`src/rtl/battlefront_calc_pkg.sv`:
```
// Shared types and constants for the battlefront round calculator.
// Slot field widths, the dead-slot type code and the FSM state encoding.
package battlefront_calc_pkg;

  localparam int POS_W  = 9;
  localparam int DMG_W  = 8;
  localparam int TYPE_W = 2;

  localparam logic [TYPE_W-1:0] TYPE_DEAD = 2'b00;
  localparam logic [POS_W-1:0]  POS_MAX   = 9'h1FF;

  typedef enum logic [1:0] {
    IDLE  = 2'd0,
    SCAN  = 2'd1,
    APPLY = 2'd2,
    MOVE  = 2'd3
  } state_t;

endpackage

```
`src/rtl/battlefront_calc_sat_add8.sv`:
```
// Combinational 8-bit adder that clamps to 8'hFF on overflow.
module sat_add8
  import battlefront_calc_pkg::*;
(
  input  logic [DMG_W-1:0] a,
  input  logic [DMG_W-1:0] b,
  output logic [DMG_W-1:0] sum
);

  logic [DMG_W:0] wide;

  assign wide = {1'b0, a} + {1'b0, b};
  assign sum  = wide[DMG_W] ? {DMG_W{1'b1}} : wide[DMG_W-1:0];

endmodule

```
`src/rtl/battlefront_calc.sv`:
```
// Periodic combat round: scans slot pairs one per cycle for the fronts and
// summed damage, then pulses damage and move strobes on consecutive cycles.
module battlefront_calc
  import battlefront_calc_pkg::*;
#(
  parameter int N_UNITS  = 4,
  parameter int TICK_DIV = 8
) (
  input  logic                      clk,
  input  logic                      reset,
  input  logic                      run,
  input  logic [N_UNITS*POS_W-1:0]  unitPosition,
  input  logic [N_UNITS*TYPE_W-1:0] unitType,
  input  logic [N_UNITS*DMG_W-1:0]  unitDamageOut,
  input  logic [N_UNITS*POS_W-1:0]  enemyPosition,
  input  logic [N_UNITS*TYPE_W-1:0] enemyType,
  input  logic [N_UNITS*DMG_W-1:0]  enemyDamageOut,
  output logic [POS_W-1:0]          enemyFront,
  output logic [POS_W-1:0]          unitFront,
  output logic [DMG_W-1:0]          unitDamageIn,
  output logic [DMG_W-1:0]          enemyDamageIn,
  output logic [N_UNITS-1:0]        unitHit,
  output logic [N_UNITS-1:0]        enemyHit,
  output logic                      damageSCEN,
  output logic                      moveSCEN
);

  localparam int CNT_W = (TICK_DIV > 1) ? $clog2(TICK_DIV) : 1;
  localparam int IDX_W = (N_UNITS > 1) ? $clog2(N_UNITS) : 1;
  localparam logic [CNT_W-1:0] CNT_LAST = CNT_W'(TICK_DIV - 1);
  localparam logic [IDX_W-1:0] IDX_LAST = IDX_W'(N_UNITS - 1);

  logic [POS_W-1:0] u_pos [N_UNITS];
  logic [POS_W-1:0] e_pos [N_UNITS];
  logic [DMG_W-1:0] u_dmg [N_UNITS];
  logic [DMG_W-1:0] e_dmg [N_UNITS];
  logic [N_UNITS-1:0] u_alive;
  logic [N_UNITS-1:0] e_alive;

  for (genvar gi = 0; gi < N_UNITS; gi++) begin : g_slot
    assign u_pos[gi]   = unitPosition[gi*POS_W +: POS_W];
    assign e_pos[gi]   = enemyPosition[gi*POS_W +: POS_W];
    assign u_dmg[gi]   = unitDamageOut[gi*DMG_W +: DMG_W];
    assign e_dmg[gi]   = enemyDamageOut[gi*DMG_W +: DMG_W];
    assign u_alive[gi] = (unitType[gi*TYPE_W +: TYPE_W] != TYPE_DEAD);
    assign e_alive[gi] = (enemyType[gi*TYPE_W +: TYPE_W] != TYPE_DEAD);
  end

  state_t           state_reg, state_next;
  logic [CNT_W-1:0] counter_reg, counter_next;
  logic [IDX_W-1:0] idx_reg, idx_next;
  logic [POS_W-1:0] emax_reg, emax_next;
  logic [IDX_W-1:0] emax_idx_reg, emax_idx_next;
  logic             emax_found_reg, emax_found_next;
  logic [POS_W-1:0] umin_reg, umin_next;
  logic [IDX_W-1:0] umin_idx_reg, umin_idx_next;
  logic             umin_found_reg, umin_found_next;
  logic [DMG_W-1:0] unit_sum_reg, unit_sum_next;
  logic [DMG_W-1:0] enemy_sum_reg, enemy_sum_next;

  logic [POS_W-1:0]   enemy_front_reg, enemy_front_next;
  logic [POS_W-1:0]   unit_front_reg, unit_front_next;
  logic [DMG_W-1:0]   unit_dmg_in_reg, unit_dmg_in_next;
  logic [DMG_W-1:0]   enemy_dmg_in_reg, enemy_dmg_in_next;
  logic [N_UNITS-1:0] unit_hit_reg, unit_hit_next;
  logic [N_UNITS-1:0] enemy_hit_reg, enemy_hit_next;
  logic               damage_scen_reg, damage_scen_next;
  logic               move_scen_reg, move_scen_next;

  // Slot pair currently under examination; dead slots feed zero damage.
  logic             cur_u_alive, cur_e_alive;
  logic [POS_W-1:0] cur_u_pos, cur_e_pos;
  logic [DMG_W-1:0] cur_u_dmg, cur_e_dmg;
  logic [DMG_W-1:0] unit_sum_add, enemy_sum_add;

  assign cur_u_alive = u_alive[idx_reg];
  assign cur_e_alive = e_alive[idx_reg];
  assign cur_u_pos   = u_pos[idx_reg];
  assign cur_e_pos   = e_pos[idx_reg];
  assign cur_u_dmg   = cur_u_alive ? u_dmg[idx_reg] : '0;
  assign cur_e_dmg   = cur_e_alive ? e_dmg[idx_reg] : '0;

  sat_add8 u_unit_add (
    .a   (unit_sum_reg),
    .b   (cur_e_dmg),
    .sum (unit_sum_add)
  );

  sat_add8 u_enemy_add (
    .a   (enemy_sum_reg),
    .b   (cur_u_dmg),
    .sum (enemy_sum_add)
  );

  always_comb begin
    state_next        = state_reg;
    counter_next      = counter_reg;
    idx_next          = idx_reg;
    emax_next         = emax_reg;
    emax_idx_next     = emax_idx_reg;
    emax_found_next   = emax_found_reg;
    umin_next         = umin_reg;
    umin_idx_next     = umin_idx_reg;
    umin_found_next   = umin_found_reg;
    unit_sum_next     = unit_sum_reg;
    enemy_sum_next    = enemy_sum_reg;
    enemy_front_next  = enemy_front_reg;
    unit_front_next   = unit_front_reg;
    unit_dmg_in_next  = unit_dmg_in_reg;
    enemy_dmg_in_next = enemy_dmg_in_reg;
    unit_hit_next     = unit_hit_reg;
    enemy_hit_next    = enemy_hit_reg;
    damage_scen_next  = 1'b0;
    move_scen_next    = 1'b0;

    case (state_reg)
      IDLE: begin
        if (run) begin
          if (counter_reg == CNT_LAST) begin
            state_next      = SCAN;
            counter_next    = '0;
            idx_next        = '0;
            emax_next       = '0;
            emax_idx_next   = '0;
            emax_found_next = 1'b0;
            umin_next       = POS_MAX;
            umin_idx_next   = '0;
            umin_found_next = 1'b0;
            unit_sum_next   = '0;
            enemy_sum_next  = '0;
          end else begin
            counter_next = counter_reg + 1'b1;
          end
        end
      end

      SCAN: begin
        // The found flag lets an alive slot win even at the reset extreme.
        if (cur_e_alive && (!emax_found_reg || (cur_e_pos > emax_reg))) begin
          emax_next       = cur_e_pos;
          emax_idx_next   = idx_reg;
          emax_found_next = 1'b1;
        end
        if (cur_u_alive && (!umin_found_reg || (cur_u_pos < umin_reg))) begin
          umin_next       = cur_u_pos;
          umin_idx_next   = idx_reg;
          umin_found_next = 1'b1;
        end
        unit_sum_next  = unit_sum_add;
        enemy_sum_next = enemy_sum_add;

        if (idx_reg == IDX_LAST) begin
          state_next        = APPLY;
          damage_scen_next  = 1'b1;
          enemy_front_next  = emax_next;
          unit_front_next   = umin_next;
          unit_dmg_in_next  = unit_sum_next;
          enemy_dmg_in_next = enemy_sum_next;
          enemy_hit_next    = emax_found_next ? (N_UNITS'(1) << emax_idx_next) : '0;
          unit_hit_next     = umin_found_next ? (N_UNITS'(1) << umin_idx_next) : '0;
        end else begin
          idx_next = idx_reg + 1'b1;
        end
      end

      APPLY: begin
        state_next     = MOVE;
        move_scen_next = 1'b1;
      end

      MOVE: begin
        state_next = IDLE;
      end

      default: begin
        state_next = IDLE;
      end
    endcase
  end

  always_ff @(posedge clk) begin
    if (reset) begin
      state_reg        <= IDLE;
      counter_reg      <= '0;
      idx_reg          <= '0;
      emax_reg         <= '0;
      emax_idx_reg     <= '0;
      emax_found_reg   <= 1'b0;
      umin_reg         <= POS_MAX;
      umin_idx_reg     <= '0;
      umin_found_reg   <= 1'b0;
      unit_sum_reg     <= '0;
      enemy_sum_reg    <= '0;
      enemy_front_reg  <= '0;
      unit_front_reg   <= POS_MAX;
      unit_dmg_in_reg  <= '0;
      enemy_dmg_in_reg <= '0;
      unit_hit_reg     <= '0;
      enemy_hit_reg    <= '0;
      damage_scen_reg  <= 1'b0;
      move_scen_reg    <= 1'b0;
    end else begin
      state_reg        <= state_next;
      counter_reg      <= counter_next;
      idx_reg          <= idx_next;
      emax_reg         <= emax_next;
      emax_idx_reg     <= emax_idx_next;
      emax_found_reg   <= emax_found_next;
      umin_reg         <= umin_next;
      umin_idx_reg     <= umin_idx_next;
      umin_found_reg   <= umin_found_next;
      unit_sum_reg     <= unit_sum_next;
      enemy_sum_reg    <= enemy_sum_next;
      enemy_front_reg  <= enemy_front_next;
      unit_front_reg   <= unit_front_next;
      unit_dmg_in_reg  <= unit_dmg_in_next;
      enemy_dmg_in_reg <= enemy_dmg_in_next;
      unit_hit_reg     <= unit_hit_next;
      enemy_hit_reg    <= enemy_hit_next;
      damage_scen_reg  <= damage_scen_next;
      move_scen_reg    <= move_scen_next;
    end
  end

  assign enemyFront    = enemy_front_reg;
  assign unitFront     = unit_front_reg;
  assign unitDamageIn  = unit_dmg_in_reg;
  assign enemyDamageIn = enemy_dmg_in_reg;
  assign unitHit       = unit_hit_reg;
  assign enemyHit      = enemy_hit_reg;
  assign damageSCEN    = damage_scen_reg;
  assign moveSCEN      = move_scen_reg;

endmodule
```
`config.mk`:
```
export PLATFORM = sky130hd
export DESIGN_NAME = battlefront_calc
export DESIGN_NICKNAME = d
export VERILOG_FILES = /design/src/rtl/battlefront_calc_pkg.sv /design/src/rtl/battlefront_calc_sat_add8.sv /design/src/rtl/battlefront_calc.sv
export SDC_FILE = /design/constraint.sdc
export NUM_CORES = 1
export LEC_CHECK = 0
export ABC_AREA = 1
export CAP_MARGIN = 20
export CORE_AREA = 3 3 117 119
export DETAILED_ROUTE_END_ITERATION = 16
export DIE_AREA = 0 0 120 122
export MAX_ROUTING_LAYER = met4
export PLACE_DENSITY_LB_ADDON = 0.12
export SYNTH_ARGS = -nofsm -noshare
export SYNTH_HDL_FRONTEND = slang
export SYNTH_SLANG_ARGS = --single-unit
```
`constraint.sdc`:
```
create_clock -name clk -period 3.26 [get_ports clk]
set_input_delay 0.489 -clock clk [delete_from_list [all_inputs] [get_ports clk]]
set_output_delay 0.489 -clock clk [all_outputs]
set_load 0.02 [all_outputs]
```
==> results.tsv <==
metric	value	unit
rows	41	
drc	0	
fin_util	67.1	%
tightest_slew	0.847	ns
dieWidth	120	um
p_per_area	474	nW/um2
cts.sinks	91	
clockBufferDepth	2	
ys.flop_type	dfxtp_1	
n_antenna_cell	0	
track_usage	26.3	%
reg2reg_from	idx_reg[0]	
fmax	329	MHz
yosys_warnings	0	
wl_per_cell	14.6	um
placed_cell_area	8180	um2
grt-ovfl-total	0	
synth_edf_count	0	
routed_via_density	5.24	
peakVddDrop	0.000354	V
clockRootBuffer	clkbuf_16	
maxCapViolCount	0	
r2r_cells	18	
io_buffers	198	
ant_nets	0	
fp.dieArea	14600	um2
synth_cells	932	
grt_pass1_wl	30200	um
r2r_end	enemy_sum_reg[7]	
fin_skew	0.0113	ns
layout.area.seq	1820	um2
p_leak	0.00381	uW
path_clk_slew	0.07	ns
start_util	47.1	%
coreArea	12700	um2
hpwl	14100	um
holdPathStages	2	
start_kind	flip-flop	
hold_path.startpoint	emax_reg[7]	
grt_start_max_net_pins	64	
report.final.hold_viol_count	0	
cts_tree	done	
grt_pass1_vias	6298	
end_kind	flip-flop	
stdcell_area	8510	um2
crit_type	flip-flop to flip-flop	
drive_gt1_share	5.35	%
max-slew-margin-rel	43.2	%
synthTopCellsByArea	dfxtp_1 31%, nand2_1 13%, o21ai_0 10%, ha_1 8.2%, nor2_1 6.9%	
reg2reg_slack	0.22	ns
final_nets	1312	
post_cts_buffers	0	
final_cell_mix	213 x nand2_1, 197 x clkdlybuf4s50_1, 121 x o21ai_0, 109 x nor2_1, 92 x inv_1	
worstHoldPathType	flip-flop to flip-flop	
drv_slew	0	
final-setup-viol-count	0	
synth-async-reset-ratio	0	%
holdWs	0.464	ns
post-route-min-period	3.04	ns
status	finished clean	
critPathMaxFanout	12	
via_count	6769	
required	3.46	ns
io_pins	199	
drt_iter0_drc	450	
yosysTopAreaCell	dfxtp_1	
syn-num-nets	1128	
dr.pass1.iters	4	
antenna_found_initial	0	
fp.dieH	122	um
synth_area_per_cell	6.40	um2
finalCritPeriodShare	93.3	%
clock_latency	0.36	ns
netlist_area	5960	um2
synth_top_area_share	30.5	%
synth-seq-area-share	30.5	%
numCtsBuffers	9	
h-tree-depth	3	
final_common_cell	nand2_1	
rsz0062_at_grt	true	
multi_input_area	3560	um2
fillers	1166	
synth_seq_cells	91	
gp_congestion	0.876	
wl	18800	um
syn_to_final_growth	42.6	%
critPathArrivalTime	3.25	ns
hold_end	emax_reg[7]	
yosysUniqueCellTypes	32	
worst max-delay path by stage:
stage | start | endpoint
after detailed placement | enemyType[3] | unit_sum_reg[0]
after CTS | enemyType[7] | unitDamageIn[6]
after global placement | enemyType[3] | unit_sum_reg[0]
after floorplan | idx_reg[0] | unitDamageIn[6]
final | idx_reg[0] | enemy_sum_reg[7]
after global routing | idx_reg[0] | enemyDamageIn[5]
stage by stage:
stage / std cells / TNS [ns] / total power, uW / worst slack (ns)
floorplan: 932 / 0 / 2360 / 0.300
detailed placement: 1277 / -1.56 / 2950 / -0.152
global route: 1293 / -0.209 / 4320 / -0.0445
CTS: 1293 / 0 / 4050 / 0.194
finish: 1293 / 0 / 4030 / 0.218
global placement: 1277 / -0.0978 / 2920 / -0.0354
layer usage:
metal  vias to the layer above  share of wire (%)  global-route usage, %
li1                       3470                  -                      -
met1                      3033                 44                   31.6
met2                       244                 47                   44.2
met3                        22                7.4                   5.52
met4                         0                1.9                   8.38
met5                         -                  0                      -
cells by family (layout without fill, tap and decap cells):
family,Yosys count,after routing,synth area share (%)
flip-flops,91,91,30.5
adder cells (fa/ha/maj),41,41,8.85
buffers and inverters,150,339,10.1
AO/OA/AOI/OAI,276,276,25.4
AND/OR/NAND/NOR,372,372,24.8
XOR/XNOR,2,2,0.294
power by group:
| part | total, uW | switching [uW] | internal [uW] |
|---|---|---|---|
| logic | 1690 | 1040 | 654 |
| registers | 1240 | 45.1 | 1190 |
| clock network | 1100 | 487 | 615 |
| total | 4030 | 1570 | 2460 |
worst max-delay path: stages, from the launching register on:
cell	delay [ns]
dfxtp_2	0.34
inv_2	0.22
buf_4	0.23
a21oi_1	0.09
o31ai_2	0.09
nand2_2	0.19
nand2_1	0.09
inv_1	0.04
ha_1	0.20
fa_1	0.39
nand2_1	0.07
inv_1	0.04
o21ai_0	0.20
nand2_1	0.12
a21oi_2	0.17
buf_4	0.15
nand3b_1	0.11
nand2_1	0.09
a21oi_1	0.06
area by class of cell:
cell class,instances,share of cell area [%]
Clock buffer,9,2.65
Clock inverter,7,1.03
Inverter,95,4.19
Multi-Input combinational cell,691,41.8
Sequential cell,91,21.4
Tap cell,172,2.53
Timing Repair Buffer,228,26.3
synthesized netlist by cell type (3+ instances only):
cell type  count
nand2_1      214
buf_2          9
inv_1         92
nand2_2        3
buf_6          3
a21oi_1       72
o21ai_1       15
o211ai_1       8
clkbuf_1      38
a31oi_1        7
dfxtp_1       91
ha_1          39
nor2_1       109
nand3b_1       6
a21o_1         9
o22ai_1       33
buf_1          3
o21ai_0      122
nand3_1       36
timing repair:
action                     in CTS  in global routing
resized for setup               0                  5
setup endpoints to repair       0                 28
hold buffers                    0                  0
No activity file was read; power rests on OpenSTA's default activity.
